--- src/rtl/lsb.sv ---
// In-order load/store buffer between the RS, the ROB and data memory.
// Entries issue to memory only after commit, with one access in flight.
module lsb #(
  parameter int ROB_WIDTH = 4,
  parameter int LSB_WIDTH = 3,
  parameter int LSB_SIZE  = 8
) (
  input  logic                 clk_in,
  input  logic                 rst_in,
  input  logic                 rdy_in,
  input  logic                 from_rs,
  input  logic [ROB_WIDTH-1:0] from_rs_tag,
  input  logic                 from_rs_store,
  input  logic [1:0]           from_rs_width,
  input  logic                 from_rs_signed,
  input  logic [4:0]           from_rs_rd,
  input  logic [31:0]          from_rs_addr,
  input  logic [31:0]          from_rs_data,
  output logic                 to_rs_full,
  input  logic                 from_rob,
  input  logic [ROB_WIDTH-1:0] from_rob_tag,
  input  logic                 clear,
  output logic                 to_mem_req,
  output logic                 to_mem_we,
  output logic [31:0]          to_mem_addr,
  output logic [31:0]          to_mem_wdata,
  output logic [1:0]           to_mem_width,
  input  logic                 from_mem_done,
  input  logic [31:0]          from_mem_rdata,
  output logic                 to_reg_file,
  output logic [4:0]           to_reg_file_rd,
  output logic [31:0]          to_reg_file_wdata
);
  localparam int CW = LSB_WIDTH + 1;

  typedef enum logic {IDLE, WAIT} state_t;

  state_t               state;
  logic [LSB_WIDTH-1:0] head;
  logic [LSB_WIDTH-1:0] cptr;
  logic [LSB_WIDTH-1:0] tail;
  logic [CW-1:0]        count;

  logic [ROB_WIDTH-1:0] tag_q   [LSB_SIZE];
  logic                 st_q    [LSB_SIZE];
  logic [1:0]           width_q [LSB_SIZE];
  logic                 sg_q    [LSB_SIZE];
  logic [4:0]           rd_q    [LSB_SIZE];
  logic [31:0]          addr_q  [LSB_SIZE];
  logic [31:0]          data_q  [LSB_SIZE];

  logic                 enq;
  logic                 cmt;
  logic                 done;
  logic [LSB_WIDTH-1:0] head_nx;
  logic [LSB_WIDTH-1:0] cptr_nx;
  logic [LSB_WIDTH-1:0] tail_nx;
  logic [LSB_WIDTH-1:0] committed;
  logic [CW-1:0]        count_nx;
  logic [31:0]          ld_val;

  assign enq  = from_rs && !to_rs_full && !clear;
  assign cmt  = from_rob && (cptr != tail) &&
                (from_rob_tag == tag_q[cptr]);
  assign done = (state == WAIT) && from_mem_done;

  assign head_nx = done ? head + LSB_WIDTH'(1) : head;
  assign cptr_nx = cmt ? cptr + LSB_WIDTH'(1) : cptr;

  // A flush drops every uncommitted entry by pulling tail back.
  assign tail_nx = clear ? cptr_nx :
                   enq   ? tail + LSB_WIDTH'(1) : tail;

  assign committed = cptr_nx - head_nx;
  assign count_nx  = clear ? {1'b0, committed} :
                     count + CW'(enq) - CW'(done);

  always_comb begin
    ld_val = from_mem_rdata;
    unique case (width_q[head])
      2'b00: ld_val = sg_q[head] ?
        {{24{from_mem_rdata[7]}}, from_mem_rdata[7:0]} :
        {24'b0, from_mem_rdata[7:0]};
      2'b01: ld_val = sg_q[head] ?
        {{16{from_mem_rdata[15]}}, from_mem_rdata[15:0]} :
        {16'b0, from_mem_rdata[15:0]};
      default: ld_val = from_mem_rdata;
    endcase
  end

  always_ff @(posedge clk_in) begin
    if (!rst_in && rdy_in && enq) begin
      tag_q[tail]   <= from_rs_tag;
      st_q[tail]    <= from_rs_store;
      width_q[tail] <= from_rs_width;
      sg_q[tail]    <= from_rs_signed;
      rd_q[tail]    <= from_rs_rd;
      addr_q[tail]  <= from_rs_addr;
      data_q[tail]  <= from_rs_data;
    end
  end

  always_ff @(posedge clk_in or posedge rst_in) begin
    if (rst_in) begin
      state             <= IDLE;
      head              <= '0;
      cptr              <= '0;
      tail              <= '0;
      count             <= '0;
      to_rs_full        <= 1'b0;
      to_mem_req        <= 1'b0;
      to_mem_we         <= 1'b0;
      to_mem_addr       <= '0;
      to_mem_wdata      <= '0;
      to_mem_width      <= '0;
      to_reg_file       <= 1'b0;
      to_reg_file_rd    <= '0;
      to_reg_file_wdata <= '0;
    end else if (rdy_in) begin
      head        <= head_nx;
      cptr        <= cptr_nx;
      tail        <= tail_nx;
      count       <= count_nx;
      to_rs_full  <= count_nx >= CW'(LSB_SIZE - 1);
      to_mem_req  <= 1'b0;
      to_mem_we   <= 1'b0;
      to_reg_file <= 1'b0;
      unique case (state)
        IDLE: begin
          // cptr_nx lets a same-cycle commit issue on the next edge.
          if (head != cptr_nx) begin
            state        <= WAIT;
            to_mem_req   <= 1'b1;
            to_mem_we    <= st_q[head];
            to_mem_addr  <= addr_q[head];
            to_mem_wdata <= data_q[head];
            to_mem_width <= width_q[head];
          end
        end
        WAIT: begin
          if (from_mem_done) begin
            state <= IDLE;
            if (!st_q[head]) begin
              to_reg_file       <= rd_q[head] != 5'd0;
              to_reg_file_rd    <= rd_q[head];
              to_reg_file_wdata <= ld_val;
            end
          end
        end
        default: state <= IDLE;
      endcase
    end
  end
endmodule

--- config.mk ---
export PLATFORM = sky130hd
export DESIGN_NAME = lsb
export DESIGN_NICKNAME = d
export VERILOG_FILES = /design/src/rtl/lsb.sv
export SDC_FILE = /design/constraint.sdc
export NUM_CORES = 1
export LEC_CHECK = 0
export ABC_AREA = 1
export BUFFER_PORTS_ARGS = -buffer_cell sky130_fd_sc_hd__buf_2
export CAP_MARGIN = 20
export CORE_MARGIN = 3
export CORE_UTILIZATION = 55
export CTS_CLUSTER_DIAMETER = 120
export CTS_CLUSTER_SIZE = 16
export DETAILED_ROUTE_END_ITERATION = 10
export PLACE_DENSITY = 0.79
export REMOVE_ABC_BUFFERS = 1
export SETUP_SLACK_MARGIN = 0.3
export SLEW_MARGIN = 25
export SYNTH_ARGS = -nofsm -noshare
export SYNTH_HDL_FRONTEND = slang
export SYNTH_SLANG_ARGS = --single-unit
--- constraint.sdc ---
create_clock -name clk_in -period 8.7 [get_ports clk_in]
set_clock_uncertainty 0.15 [all_clocks]
set_input_delay 0.435 -clock clk_in [delete_from_list [all_inputs] [get_ports clk_in]]
set_output_delay 0.435 -clock clk_in [all_outputs]
set_load 0.05 [all_outputs]
==> results_dict.tcl, run 1 <==
set metrics [dict create \
    outcome "complete, no violations" \
    setup-violations-final 0 \
    slowest_stage "nand2_4" \
    vias 19500 \
    ctsRootBufferMaster "clkbuf_16" \
    cts_buffers 52 \
    start_kind "flip-flop" \
    leakagePower_uw 0.0126 \
    min_delay_path_depth 5 \
    drv_cap 0 \
    peakVddDrop_uv 300 \
    numPortBuffers 226 \
    hold_viol_final 0 \
    dr.first_iter.drc_count 2144 \
    syn_inst 2356 \
    ys_seq_area_share_pct 74.0 \
    tightest_slew_ns 1.05 \
    clock_latency_ns 0.62 \
    synthTopCellsByArea "edfxtp_1 (64%), dfrtp_1 (10%), nand2_1 (6.9%)" \
    crit_arrival_ns 4.96 \
    min_period_ns 4.57 \
    grt_pass1_wl_microns 106000 \
    crit_chain "inv_2, nand2_1, nand3_1, nand3_1, nand2_1, nand2_1, nand2_1, nor2_4, nand3_2, nand2_1, nand2_1, nand2_1, nand2_1, nor2_1, nand2_4, nand2_4, nand2_1, nand2_1" \
    start_util_pct 56.2 \
    cts_tree "yes" \
    rsz0062_at_grt "no" \
    cp.required_ns 9.08 \
    most-common-layout-cells "edfxtp_1 (616), nand2_1 (538), o21ai_0 (249), buf_2 (226), nor2_1 (208)" \
    ant_nets 0 \
    fmaxAchievable_mhz 219 \
    antenna_found_initial 7 \
    cts.clk_slew.worst_paths_ns 0.07 \
    power_density_mw_per_mm2 326 \
    fill_cells 3722 \
    ys_ff_latch 737 \
    grt_pass1_vias 19100 \
    synth_area_sq_mm 0.0291 \
    post_drt_wl_per_cell_microns 20.3 \
    grt_overflow_total 0 \
    layout_commonest_cell "edfxtp_1" \
    holdBufCountCts 97 \
    dp_hpwl_microns 37000 \
    synth_top_cell_area_share_pct 63.6 \
    synthDistinctLibCells 39 \
    track_usage_pct 24.0 \
    die_w_microns 236 \
    synth_ff_type "edfxtp_1" \
    drive_gt1_share_pct 12.5 \
    rows 83 \
    hp-class "primary input to flip-flop" \
    die-height_microns 236 \
    gp_routability_congestion 0.856 \
    dp_slack_ns 4.11 \
    grt_max_degree 170 \
    synth_edf_count 616 \
    cts_htree_levels 2 \
    slew_headroom_pct 29.9 \
    utilization_pct 64.2 \
    worst_slack_ns 4.13 \
    crit_path_frequent_cell "nand2_1" \
    multi_input_area_sq_mm 0.00668 \
    drv_slew 0 \
    fin_nets 2741 \
    register_area_sq_mm 0.0215 \
    yosys_warnings 0 \
    place_area_sq_mm 0.0307 \
    design_area_sq_mm 0.0333 \
    worstSetupEndpointType "flip-flop" \
    cts_resized 0 \
    synthArstFlopShare_pct 16.4 \
    dieArea_sq_mm 0.0557 \
    syn_area_per_cell_sq_um 12.4 \
    drtPass1Iterations 5 \
    power_uw 10900 \
    remaining_drc_errors 0 \
    pin_count 227 \
    r2r_cells 18 \
    worst_hold_slack_ns 0.0378 \
    synth_top_cell_by_area "edfxtp_1" \
    routed_wl_microns 68000 \
    clockBufferDepth 3 \
    fin_crit_sh_pct 52.6 \
    max_stage_delay_ns 0.99 \
    area_delta_synth_final_pct 14.4 \
    cts_sinks 737 \
    postCtsSetupRepairBufs 0 \
    viasPerCell 5.84 \
    crit_type "flip-flop to flip-flop" \
    critPathMaxFanout 68 \
    core_area_sq_mm 0.0518 \
]
==> cells in the mapped netlist, types with 2 or more instances <==
cell type,count
ha_1,9
o211ai_1,2
buf_6,3
o21ai_0,249
buf_1,8
nor2_1,209
clkinv_1,2
nand2_2,2
o21a_1,2
inv_1,84
nor3_1,9
buf_2,20
nor2_4,2
o22ai_1,99
xor2_1,7
nand3_1,92
nand4_1,5
nand3b_1,3
xnor2_1,2
nand2_1,538
clkbuf_1,112
buf_4,5
a21oi_1,77
edfxtp_1,616
o21ai_1,2
dfrtp_1,121
a32o_1,64
==> worst max-delay path: cells and delay by family (launching register included) <==
family	cells	cell delay, ns
simple gates	17	3.19
flops	1	0.81
buf+inv	1	0.27
==> registers in the layout, summed over array words and instances (netlist names), 16 cells and up <==
register           count
addr_q               256
data_q               256
rd_q                  40
tag_q                 32
to_mem_addr           32
to_mem_wdata          32
to_reg_file_wdata     32
width_q               16
==> worst paths after layout <==
kind                                    endpoint          startpoint  slack (ns)
hold reg to reg                  to_mem_addr[15]     to_mem_addr[15]        0.32
max in group asynchronous        to_mem_wdata[8]              rst_in        6.99
hold / removal             to_reg_file_wdata[19]  from_mem_rdata[19]        0.04
setup / recovery                 to_mem_addr[21]             cptr[0]        4.13
min in group asynchronous                head[2]              rst_in        0.30
setup reg to reg                 to_mem_addr[21]             cptr[0]        4.13
==> metrics by stage <==
step	cells	setup TNS, ns
final	3341	0
after global routing	3338	0
after CTS	3334	0
after detailed placement	3139	0
after global placement	3139	0
after floorplan	2207	-500.14
==> layer usage <==
layer	global-route usage [%]	share of wire, %	vias to the layer above
met2	39.3	49	922
met4	6.56	1.7	4
met3	3.83	8.7	98
met5	0	0.034	-
met1	33.7	41	9547
li1	-	-	8924
==> kinds of logic (layout without fill, tap and decap cells) <==
group                    count (synthesis)  in the layout  share of synthesized area (%)
AND/OR/NAND/NOR                        862            862                           11.7
flip-flops                             737            737                           74.0
AO/OA/AOI/OAI                          500            500                           10.2
buffers and inverters                  236            535                           3.28
adder cells (fa/ha/maj)                 10             10                          0.456
XOR/XNOR                                 9              9                          0.271
multiplexers                             2              2                         0.0817
other                                    0              6                              0
==> layout make-up <==
type                            instances  area share (%)
Clock buffer                           94            4.38
Tap cell                              680            2.56
Sequential cell                       737            64.7
Inverter                               87            1.04
Timing Repair Buffer                  350            7.04
Clock inverter                          4           0.184
Antenna cell                            6          0.0451
Multi-Input combinational cell       1383            20.1
==> report_power, final <==
| group | total [uW] | internal (uW) | switching [uW] |
|---|---|---|---|
| registers | 4370 | 4130 | 233 |
| logic | 4210 | 1140 | 3070 |
| clock network | 2290 | 1140 | 1150 |
Note: power is estimated with default switching activity, not from simulation.
==> run 2, diff against run 1 <==
- ABC_AREA: 1 -> 0
- clock period: 8.7 -> 4.66 ns (I/O delays scaled with it)
==> run 2 against run 1 <==
Utilization up 1.3 points. Final cell count fell by 28%. Critical path depth fell by 8. Non-clock buffer count up 13. Synthesized area decreased by 2.6%. Hold slack improved by 0.053 ns. Global-route usage decreased by 2.5 points. Synthesized cell count decreased by 43%. Combinational power increased by 64%. Fmax is 18% higher. First-iteration DRC count decreased by 51%. Sequential share of layout area is 0.40 points higher. Critical path type unchanged.
==> results_dict.tcl, run 2 <==
set metrics [dict create \
    fin_crit_sh_pct 83.1 \
    rows 82 \
    cts_tree "yes" \
    rsz0062_at_grt "no" \
    place_area_sq_mm 0.0304 \
    remaining_drc_errors 0 \
    tns_ns 0 \
    ctsRootBufferMaster "clkbuf_16" \
    synth_top_cell_area_share_pct 65.3 \
    cts_buffers 52 \
    synth_ff_type "edfxtp_1" \
    gp_routability_congestion 0.758 \
    layout_commonest_cell "edfxtp_1" \
    area_delta_synth_final_pct 16.8 \
    drtPass1Iterations 5 \
    most-common-layout-cells "edfxtp_1 (616), buf_2 (226), mux4_2 (150), mux2_2 (138), dfrtp_1 (118)" \
    grt_overflow_total 0 \
    antenna_found_initial 4 \
    holdBufCountCts 114 \
    yosys_warnings 0 \
    post_drt_wl_per_cell_microns 23.8 \
    grt_pass1_wl_microns 87700 \
    leakagePower_uw 0.0114 \
    core_area_sq_mm 0.0505 \
    tightest_slew_ns 0.973 \
    dr.first_iter.drc_count 1053 \
    vias 13900 \
    critical_path_buf_inv_count 2 \
    crit_arrival_ns 4.19 \
    fmaxAchievable_mhz 258 \
    design_area_sq_mm 0.0331 \
    cts_htree_levels 2 \
    cts_sinks 737 \
    start_kind "flip-flop" \
    slowest_stage "dfrtp_1" \
    power_density_mw_per_mm2 590 \
    grt_max_degree 117 \
    fill_cells 3260 \
    synthArstFlopShare_pct 16.4 \
    postCtsSetupRepairBufs 0 \
    synth_edf_count 616 \
    synthTopCellsByArea "edfxtp_1 (65%), mux4_2 (12%), dfrtp_1 (11%)" \
    synth_top_cell_by_area "edfxtp_1" \
    track_usage_pct 21.4 \
    viasPerCell 5.79 \
    routed_wl_microns 57100 \
    grt_pass1_vias 14500 \
    reg2reg_slack_ns 0.79 \
    drv_cap 0 \
    dieArea_sq_mm 0.0543 \
    setup-violations-final 0 \
    syn_inst 1333 \
    dp_hpwl_microns 29700 \
    die-height_microns 233 \
    crit_chain "buf_4, mux4_2, mux2i_1, xor2_1, nand4_4, mux2i_4, xor2_2, a211oi_4, buf_12, mux2_2" \
    outcome "complete, no violations" \
    synth_commonest_cells "edfxtp_1 (616), mux4_2 (150), mux2_2 (138)" \
    start_util_pct 56.1 \
    hp-class "primary input to flip-flop" \
    fin_nets 1814 \
    drive_gt1_share_pct 35.8 \
    pin_count 227 \
    max_stage_delay_ns 0.59 \
    critPathMaxFanout 54 \
    drv_slew 0 \
    hold_viol_final 0 \
    ys_ff_latch 737 \
    clockBufferDepth 3 \
    cts.clk_slew.worst_paths_ns 0.07 \
    synth_area_sq_mm 0.0283 \
    clock_latency_ns 0.60 \
    cp.required_ns 4.98 \
    ys_seq_area_share_pct 76.0 \
    ant_nets 0 \
    die_w_microns 233 \
    min_period_ns 3.87 \
    syn_area_per_cell_sq_um 21.3 \
    peakVddDrop_uv 555 \
    worstSetupEndpointType "flip-flop" \
    top_regs "addr_q: 256 flops, data_q: 256 flops, rd_q: 40 flops" \
    crit_family "multiplexers" \
    crit_type "flip-flop to flip-flop" \
    synthDistinctLibCells 44 \
    numPortBuffers 226 \
    synth_most_common_cell "edfxtp_1" \
    slew_headroom_pct 35.1 \
    cts_resized 0 \
]
==> run 2: tightest hold or removal path: cells and delay by family <==
family / cells / cell delay (ns)
XOR/XNOR: 2 / 0.24
buffers and inverters: 1 / 0.12
AND/OR/NAND/NOR: 2 / 0.21
==> run 2: cell families (layout without fill, tap and decap cells) <==
logic type | after synthesis | in the layout | synth area share [%]
multiplexers | 318 | 318 | 18.6
buffers and inverters | 79 | 470 | 1.25
flip-flops | 737 | 737 | 76.0
other | 0 | 5 | 0
AO/OA/AOI/OAI | 60 | 60 | 1.26
AND/OR/NAND/NOR | 104 | 104 | 1.62
adder cells (fa/ha/maj) | 10 | 10 | 0.468
XOR/XNOR | 25 | 25 | 0.799
==> run 2: layout make-up <==
type / instances / area [sq um] / area share (%)
Timing Repair Buffer: 363 / 2580 / 7.80
Tap cell: 672 / 841 / 2.54
Sequential cell: 737 / 21500 / 65.1
Antenna cell: 5 / 12.5 / 0.0378
Multi-Input combinational cell: 517 / 6510 / 19.7
Inverter: 13 / 53.8 / 0.163
Clock buffer: 91 / 1490 / 4.50
Clock inverter: 3 / 62.6 / 0.189
==> run 2: per-stage QoR <==
step                      util [%]  power, uW  worst slack, ns  cells  hold WS [ns]
after detailed placement      60.2      15300            0.807   2188         0.320
after global placement        60.2      15200            0.849   2188         0.316
after floorplan                  -      13900            -5.26   1267         0.165
final                         65.5      19500            0.788   2401        0.0905
after CTS                     65.5      19700            0.785   2396        0.0533
after global routing          65.5      20400            0.664   2398        0.0980
==> run 2: final timing paths <==
path	cells past startpoint	startpoint	endpoint
min reg2reg	1	to_mem_req	to_mem_req
max in group asynchronous	4	rst_in	to_mem_addr[27]
max	10	cptr[1]	to_mem_addr[14]
min in group asynchronous	3	rst_in	to_rs_full
max reg2reg	10	cptr[1]	to_mem_addr[14]
min	5	from_rob_tag[3]	cptr[0]
==> run 2: power breakdown <==
part           switching (uW)  internal [uW]
combinational            3990           2900
clock                    2070           2230
sequential                574           7770
total                    6640          12900
==> run 2: per-layer routing <==
metal  GRT usage (%)  vias to the layer above  share of wire, %
li1                -                     6049                 -
met1            31.0                     7298                42
met2            34.8                      492                49
met3            3.83                       68               7.0
met4            4.70                        2               1.5
met5               0                        -             0.023
==> run 3, diff against run 2 <==
- CORE_UTILIZATION: 55 -> 54
- PLACE_DENSITY: 0.79 -> 0.81
- clock period: 4.66 -> 3.5 ns (I/O delays scaled with it)
==> run 3 against run 2 <==
Die area increased by 1.8%. Hold slack improved by 0.058 ns. Non-clock buffer count increased by 26. Final cell count increased by 1.5%. Combinational power increased by 40%. Power increased by 35%. First-iteration DRC count increased by 23%. Clock power increased by 32%. Routed wire length increased by 3.5%. Critical path depth increased by 2. Fmax increased by 15%.
==> results_dict.tcl, run 3 (synthesis results as in run 2) <==
set metrics [dict create \
    outcome "complete, no violations" \
    die-height_microns 235 \
    track_usage_pct 21.6 \
    clock_latency_ns 0.60 \
    ant_nets 0 \
    crit_chain "buf_12, mux2i_1, mux4_2, xnor2_1, nor2_2, nand4_4, mux2i_4, xor2_2, a211oi_4, buf_12, buf_16, mux2_2" \
    grt_pass1_wl_microns 91600 \
    fin_crit_sh_pct 95.8 \
    die_w_microns 235 \
    peakVddDrop_uv 500 \
    cts_tree "yes" \
    cts_sinks 737 \
    leakagePower_uw 0.0116 \
    worstSetupEndpointType "flip-flop" \
    critical_path_buf_inv_count 3 \
    design_area_sq_mm 0.0334 \
    drtPass1Iterations 5 \
    crit_arrival_ns 3.68 \
    dp_hpwl_microns 32600 \
    power_uw 26300 \
    fin_nets 1840 \
    hp-class "primary input to async pin" \
    antenna_found_initial 4 \
    slew_headroom_pct 41.3 \
    crit_path_frequent_cell "buf_12" \
    drv_slew 0 \
    rows 83 \
    drv_cap 0 \
    numPortBuffers 226 \
    setup-violations-final 0 \
    clockBufferDepth 3 \
    area_delta_synth_final_pct 17.9 \
    grt_max_degree 69 \
    tightest_slew_ns 0.880 \
    crit_type "flip-flop to flip-flop" \
    fmaxAchievable_mhz 298 \
    worst_hold_slack_ns 0.149 \
    cts.clk_slew.worst_paths_ns 0.07 \
    cp.required_ns 3.83 \
    layout_commonest_cell "edfxtp_1" \
    top_regs "addr_q: 256 flops, data_q: 256 flops, rd_q: 40 flops" \
    power_density_mw_per_mm2 789 \
    max_stage_delay_ns 0.50 \
    rsz0062_at_grt "yes" \
    gp_routability_congestion 0.771 \
    start_kind "flip-flop" \
    core_area_sq_mm 0.0516 \
    drive_gt1_share_pct 37.0 \
    cts_buffers 52 \
    most-common-layout-cells "edfxtp_1 (616), buf_2 (226), mux4_2 (150), mux2_2 (138), dfrtp_1 (118)" \
    start_util_pct 54.9 \
    grt_overflow_total 0 \
    grt_pass1_vias 15100 \
    place_area_sq_mm 0.0306 \
    post_drt_wl_per_cell_microns 24.2 \
    reg2reg_slack_ns 0.15 \
    pin_count 227 \
    dieArea_sq_mm 0.0552 \
    vias 14200 \
    crit_family "multiplexers" \
    critPathMaxFanout 19 \
    min_period_ns 3.35 \
    cts_htree_levels 2 \
    slowest_stage "mux4_2" \
    routed_wl_microns 59100 \
    dr.first_iter.drc_count 1300 \
    ctsRootBufferMaster "clkbuf_16" \
    remaining_drc_errors 0 \
    hold_viol_final 0 \
    viasPerCell 5.82 \
]
[run 3: cell count changes in the layout (fill, tap and decap cells not counted), moves of 3 or more]
cell	before	now
buf_4	12	29
buf_12	11	17
clkbuf_1	37	41
inv_6	0	3
[run 3: routing by layer]
layer / track usage [%] / part of all wire (%) / vias up
met5: 0 / 0.022 / -
met3: 3.99 / 6.3 / 96
met1: 31.1 / 42 / 7452
li1: - / - / 6115
met4: 5.38 / 2.0 / 2
met2: 34.9 / 49 / 510
[run 3: power by group]
group          total [uW]  internal (uW)  switching, uW
Sequential          11000          10300            698
Clock                5680           2870           2810
Combinational        9620           4060           5550
[run 3: cell type report]
cell class | instances | area [sq um]
fillers | 3349 | 18200
clock inverters | 3 | 33.8
well taps | 680 | 851
flip-flops and latches | 737 | 21500
inverters | 13 | 53.8
multi-input cells | 517 | 6540
repair buffers | 389 | 2900
clock buffers | 94 | 1480
diodes | 3 | 7.51
[run 3: final timing paths]
check,startpoint,endpoint,cells after the start
max in group asynchronous,rst_in,to_reg_file_rd[3],4
setup / recovery,cptr[1],to_mem_wdata[18],12
hold reg to reg,to_reg_file_wdata[5],to_reg_file_wdata[5],1
min in group clk_in,from_rs,tail[1],5
setup reg to reg,cptr[1],to_mem_wdata[18],12
hold / removal,rst_in,to_mem_addr[28],3
[run 3: metrics by stage]
step           util [%]  worst slack (ns)  TNS [ns]  instances
6_report           64.7             0.146         0       2436
3_3_place_gp       59.4             0.101         0       2216
3_5_place_dp       59.4           -0.0225    -0.285       2216
5_1_grt            64.7            0.0522         0       2435
2_1_floorplan         -             -6.42  -2001.28       1267
4_1_cts            64.6             0.107         0       2431
[run 3: what timing repair did]
| action | in CTS | in global routing |
|---|---|---|
| pin swaps | 1 | 2 |
| gates cloned | 0 | 0 |
| setup endpoints to repair | 69 | 72 |
| gates resized for setup | 4 | 7 |
| buffers inserted | 4 | 2 |
| hold endpoints to repair | 722 | 0 |
| hold buffers | 114 | 0 |
[run 3: tightest hold or removal path, stage by stage]
cell and delay (ns):
dlygate4sd3_1 0.54, buf_2 0.17, inv_6 0.51
